**config.mk**
```make
export PLATFORM = sky130hd
export DESIGN_NAME = alu_result_stage
export DESIGN_NICKNAME = d
export VERILOG_FILES = /design/src/rtl/alu_result_stage.sv
export SDC_FILE = /design/constraint.sdc
export NUM_CORES = 1
export LEC_CHECK = 0
export ABC_AREA = 1
export CORE_MARGIN = 3
export CORE_UTILIZATION = 35
export DETAILED_ROUTE_END_ITERATION = 10
export DONT_BUFFER_PORTS = 1
export PLACE_DENSITY = 0.52
export SLEW_MARGIN = 40
export SYNTH_ARGS = -nofsm -noshare
export SYNTH_HDL_FRONTEND = slang
export SYNTH_SLANG_ARGS = --single-unit
```
**constraint.sdc**
```tcl
create_clock -name clock -period 4.9 [get_ports clock]
set_input_delay 0.98 -clock clock [delete_from_list [all_inputs] [get_ports clock]]
set_output_delay 0.98 -clock clock [all_outputs]
set_load 0.01 [all_outputs]
```
**src/rtl/alu_result_stage.sv**
```systemverilog
// Result FIFO between the ALU and the 32-bit bus. MUL/DIV results drain as LO then HI words.
// Optional zero/negative flags are built when ALU_RESULT_FLAGS_EN is defined.
module alu_result_stage #(
    parameter int unsigned DEPTH  = 2,
    parameter logic [4:0]  OP_MUL = 5'b01111,
    parameter logic [4:0]  OP_DIV = 5'b10000
) (
    input  logic        clock,
    input  logic        clear_n,
    input  logic [4:0]  ops,
    input  logic [63:0] zregin,
    input  logic        zin,
    output logic        zin_ready,
    output logic [31:0] bus_out,
    output logic        bus_valid,
    input  logic        bus_ready,
    output logic [1:0]  bus_dest,
    output logic        ovf,
    output logic        z_flag,
    output logic        n_flag
);
    localparam int unsigned PW = (DEPTH > 1) ? $clog2(DEPTH) : 1;
    localparam int unsigned CW = $clog2(DEPTH + 1);

    typedef enum logic {PH_LO, PH_HI} phase_e;

    logic [68:0]   r_mem [DEPTH];
    logic [PW-1:0] r_wr_ptr;
    logic [PW-1:0] r_rd_ptr;
    logic [CW-1:0] r_count;
    phase_e        r_phase;
    phase_e        w_phase_next;
    logic          r_ovf;

    logic [68:0]   w_head;
    logic          w_wide;
    logic          w_push;
    logic          w_pop;
    logic          w_hs;

    assign w_head    = r_mem[r_rd_ptr];
    assign w_wide    = (w_head[68:64] == OP_MUL) || (w_head[68:64] == OP_DIV);
    assign bus_valid = (r_count != '0);
    assign zin_ready = (r_count != CW'(DEPTH));
    assign w_push    = zin && zin_ready;
    assign w_hs      = bus_valid && bus_ready;
    assign ovf       = r_ovf;

    // Outputs are forced to zero while empty so stale storage never reaches the bus.
    always_comb begin
        w_phase_next = r_phase;
        w_pop        = 1'b0;
        bus_out      = '0;
        bus_dest     = 2'b00;
        unique case (r_phase)
            PH_LO: begin
                if (bus_valid) begin
                    bus_out  = w_head[31:0];
                    bus_dest = w_wide ? 2'b01 : 2'b00;
                end
                if (w_hs) begin
                    if (w_wide) begin
                        w_phase_next = PH_HI;
                    end else begin
                        w_pop = 1'b1;
                    end
                end
            end
            PH_HI: begin
                if (bus_valid) begin
                    bus_out  = w_head[63:32];
                    bus_dest = 2'b10;
                end
                if (w_hs) begin
                    w_pop        = 1'b1;
                    w_phase_next = PH_LO;
                end
            end
        endcase
    end

    always_ff @(posedge clock) begin
        if (w_push) begin
            r_mem[r_wr_ptr] <= {ops, zregin};
        end
    end

    always_ff @(posedge clock or negedge clear_n) begin
        if (!clear_n) begin
            r_wr_ptr <= '0;
            r_rd_ptr <= '0;
            r_count  <= '0;
            r_phase  <= PH_LO;
            r_ovf    <= 1'b0;
        end else begin
            r_phase <= w_phase_next;
            r_count <= r_count + CW'(w_push) - CW'(w_pop);
            if (w_push) begin
                r_wr_ptr <= r_wr_ptr + PW'(1);
            end
            if (w_pop) begin
                r_rd_ptr <= r_rd_ptr + PW'(1);
            end
            if (zin && !zin_ready) begin
                r_ovf <= 1'b1;
            end
        end
    end

`ifdef ALU_RESULT_FLAGS_EN
    logic r_z;
    logic r_n;

    always_ff @(posedge clock or negedge clear_n) begin
        if (!clear_n) begin
            r_z <= 1'b0;
            r_n <= 1'b0;
        end else if (w_pop) begin
            if (w_wide) begin
                r_z <= (w_head[63:0] == 64'd0);
                r_n <= w_head[63];
            end else begin
                r_z <= (w_head[31:0] == 32'd0);
                r_n <= w_head[31];
            end
        end
    end

    assign z_flag = r_z;
    assign n_flag = r_n;
`else
    assign z_flag = 1'b0;
    assign n_flag = 1'b0;
`endif

endmodule

```
==> impl_metrics.csv <==
group,metric,value,unit
status,status,"finished, final reports clean",
clock_tree,cts.clk_slew.worst_paths,0.06,ns
floorplan,initial_core_util,36.17,%
cells_and_area,multiInputGateArea,1085,um2
power,p_int,2.910,mW
floorplan,die_height,132.0,um
timing,fin_crit,3.295,ns
cells_and_area,drive_gt1_share,13.33,%
placement,io_buffers,0,
job,cap_violations,0,
power,p_comb_share,26.1,%
cells_and_area,synthToLayoutAreaGrowth,14.92,%
critical_path,critPathArrivalTime,2.32,ns
critical_path,slowest_delay,0.84,ns
synth,synth_area_per_cell,18.11,um2
clock_tree,clkLatencyLatePin,0.41,ns
synth,synth_area,5559,um2
floorplan,rows,45,
timing,finalSetupTns,0,ns
power,leakage,2.228,nW
critical_path,critPathSlowestCell,"dfrtp_4",
clock_tree,numCtsBuffers,17,
timing,hold_violations,0,
critical_path,worstSetupStartpointType,"flip-flop",
power,sw_frac_of_total,31.50,%
placement,dp_hpwl,6469,um
route,drc_errors,0,
timing,clock.fmax,0.3035,GHz
synth,synth-warning-count,0,
global_routing,grt.overflow.total,0,
placement,place_area,5786,um2
timing,slew_viol_final,0,
route,detail_route.iter0.violations,142,
cells_and_area,fin_area,6389,um2
critical_path,r2r_start,"r_count[0]",
synth,synth_cell_type_count,24,
timing,clock_skew,0.006597,ns
critical_path,crit_path_end_kind,"output port",
power,p_switching,1.338,mW
floorplan,dieWidth,132.0,um
clock_tree,cts-resized-gates,0,
clock_tree,cts_root_buffer,"clkbuf_16",
route,dr_total_vias,2584,
clock_tree,cts_hold_buffers,0,
power,vdd.ir_drop.worst,336.6,uV
timing,period_share,67.25,%
clock_tree,htreeDepth,4,
min_path,hp-class,"input pin to async pin",
timing,slew_headroom,48.21,%
timing,grt_setup_unrepaired,"false",
critical_path,critPathMaxFanout,38,
timing,worst_pin_slew,0.7757,ns
cells_and_area,mostFrequentLayoutCells,"edfxtp_1, mux2i_1, o22ai_1",
global_routing,grt_pass1_vias,2677,
route,ant_nets,0,
cells_and_area,antenna_cells,0,
route,first_pass_iters,4,
placement,place.gp.congestion,0.6834,
floorplan,die_area,17430,um2
clock_tree,clock_path_buffers,2,
critical_path,worst-endpoint-required,3.92,ns
power,p_clk_share,30.8,%
route,vias_per_cell,4.776,
cells_and_area,layout_commonest_cell,"edfxtp_1",
route,wl,10320,um
cells_and_area,fill_cells,1377,
critical_path,crit_type,"flip-flop to output port",
global_routing,antenna_found_initial,0,
clock_tree,post_cts_buffers,0,
global_routing,grt_max_degree,39,
power,seqPwrFrac,43.1,%
clock_tree,cts_sinks,144,
route,routedWlPerCell,19.07,um
synth,ys_seq_area_share,77.25,%
global_routing,track_usage,12.29,%
synth,yosys_register_bits,144,
critical_path,worstPathCellList,"buf_4 -> mux2i_1 -> o22ai_1",
critical_path,crit_start,"r_rd_ptr",
floorplan,fp.coreArea,15370,um2
global_routing,grt_first_pass_wirelength,15890,um
cells_and_area,nets,392,
clock_tree,tritoncts,"built",
floorplan,io_pins,112,
cells_and_area,regArea,4298,um2
power,cellPowerDensity,665.0,nW/um2
synth,netlist_instances,307,
timing,setup_viol,0,
worst paths after layout:
check                              endpoint  slack [ns]  cells past startpoint
worst min-delay path               r_wr_ptr        0.26                      0
worst min register to register      r_phase        0.51                      2
worst max-delay path             bus_out[2]        1.60                      3
min in group clock                  r_phase        0.51                      2
worst max register to register  r_mem[1][8]        2.64                      5
max in group asynchronous          r_rd_ptr        4.56                      0
sequential cells by signal (all words and copies together), names as in the netlist:
register  flops
r_count       2
r_phase       1
r_rd_ptr      1
r_mem       138
r_wr_ptr      1
ovf           1
metal layers:
| metal | global-route usage (%) | routed length (um) |
|---|---|---|
| met4 | 3.967 | 116 |
| met3 | 8.092 | 1178 |
| met2 | 18.47 | 4826 |
| met5 | 0 | 0 |
| met1 | 14.31 | 4194 |
logic make-up after synthesis:
| family | count (synthesis) | share of synthesized area (%) |
|---|---|---|
| xor+xnor | 2 | 0.3152 |
| mux | 64 | 11.52 |
| flops | 144 | 77.24 |
| other cells | 1 | 0.06746 |
| simple gates | 33 | 2.858 |
| compound gates | 34 | 3.961 |
| fa+ha+maj | 2 | 0.4501 |
| buf+inv | 27 | 3.578 |
worst max-delay path: cells and delay by family, from the launching register on:
family / cells / cell delay [ns]
mux: 1 / 0.15
buf+inv: 1 / 0.55
compound gates: 1 / 0.32
flops: 1 / 0.84
synthesized netlist by cell type (all sizes together):
master	number	area [um2]
mux2i	64	640.6
o22ai	32	206.5
edfxtp	138	4144
inv	11	41.29
clkbuf	2	15.01
dfrtp	6	150.1
nand3	6	35.03
ha	2	25.02
buf	14	142.6
conb	1	3.750
nand2	12	52.55
a21oi	1	5.000
a31o	1	8.760
nor2	15	71.32
xnor2	2	17.52
metrics by stage:
stage	hold WS, ns	setup slack, ns	instances	power, mW	utilization, %
2_1_floorplan	0.4809	0.4227	308	2.792	-
3_3_place_gp	0.4948	1.972	507	2.959	37.28
3_5_place_dp	0.5030	1.974	509	3.016	37.64
4_1_cts	0.2391	1.512	541	4.339	41.56
5_1_grt	0.2281	1.438	541	4.499	41.56
6_report	0.2620	1.605	541	4.248	41.56
final cells by class:
cell class                 instances  share of cell area [%]
clock inverter                    12                   2.605
tap                              211                   4.132
clock buffer                      20                   6.835
inverter                          11                  0.6463
timing repair buffer               6                   1.528
sequential                       144                   67.27
multi-input combinational        137                   16.98
power by group through the flow:
stage               Sequential, mW  Clock (mW)  Combinational, mW
floorplan                     1.79           0               1.00
global placement              1.85           0               1.10
detailed placement            1.86           0               1.15
CTS                           1.84        1.35               1.16
global route                  1.86        1.41               1.23
finish                        1.83        1.31               1.11
(Power assumes the default switching activity.)
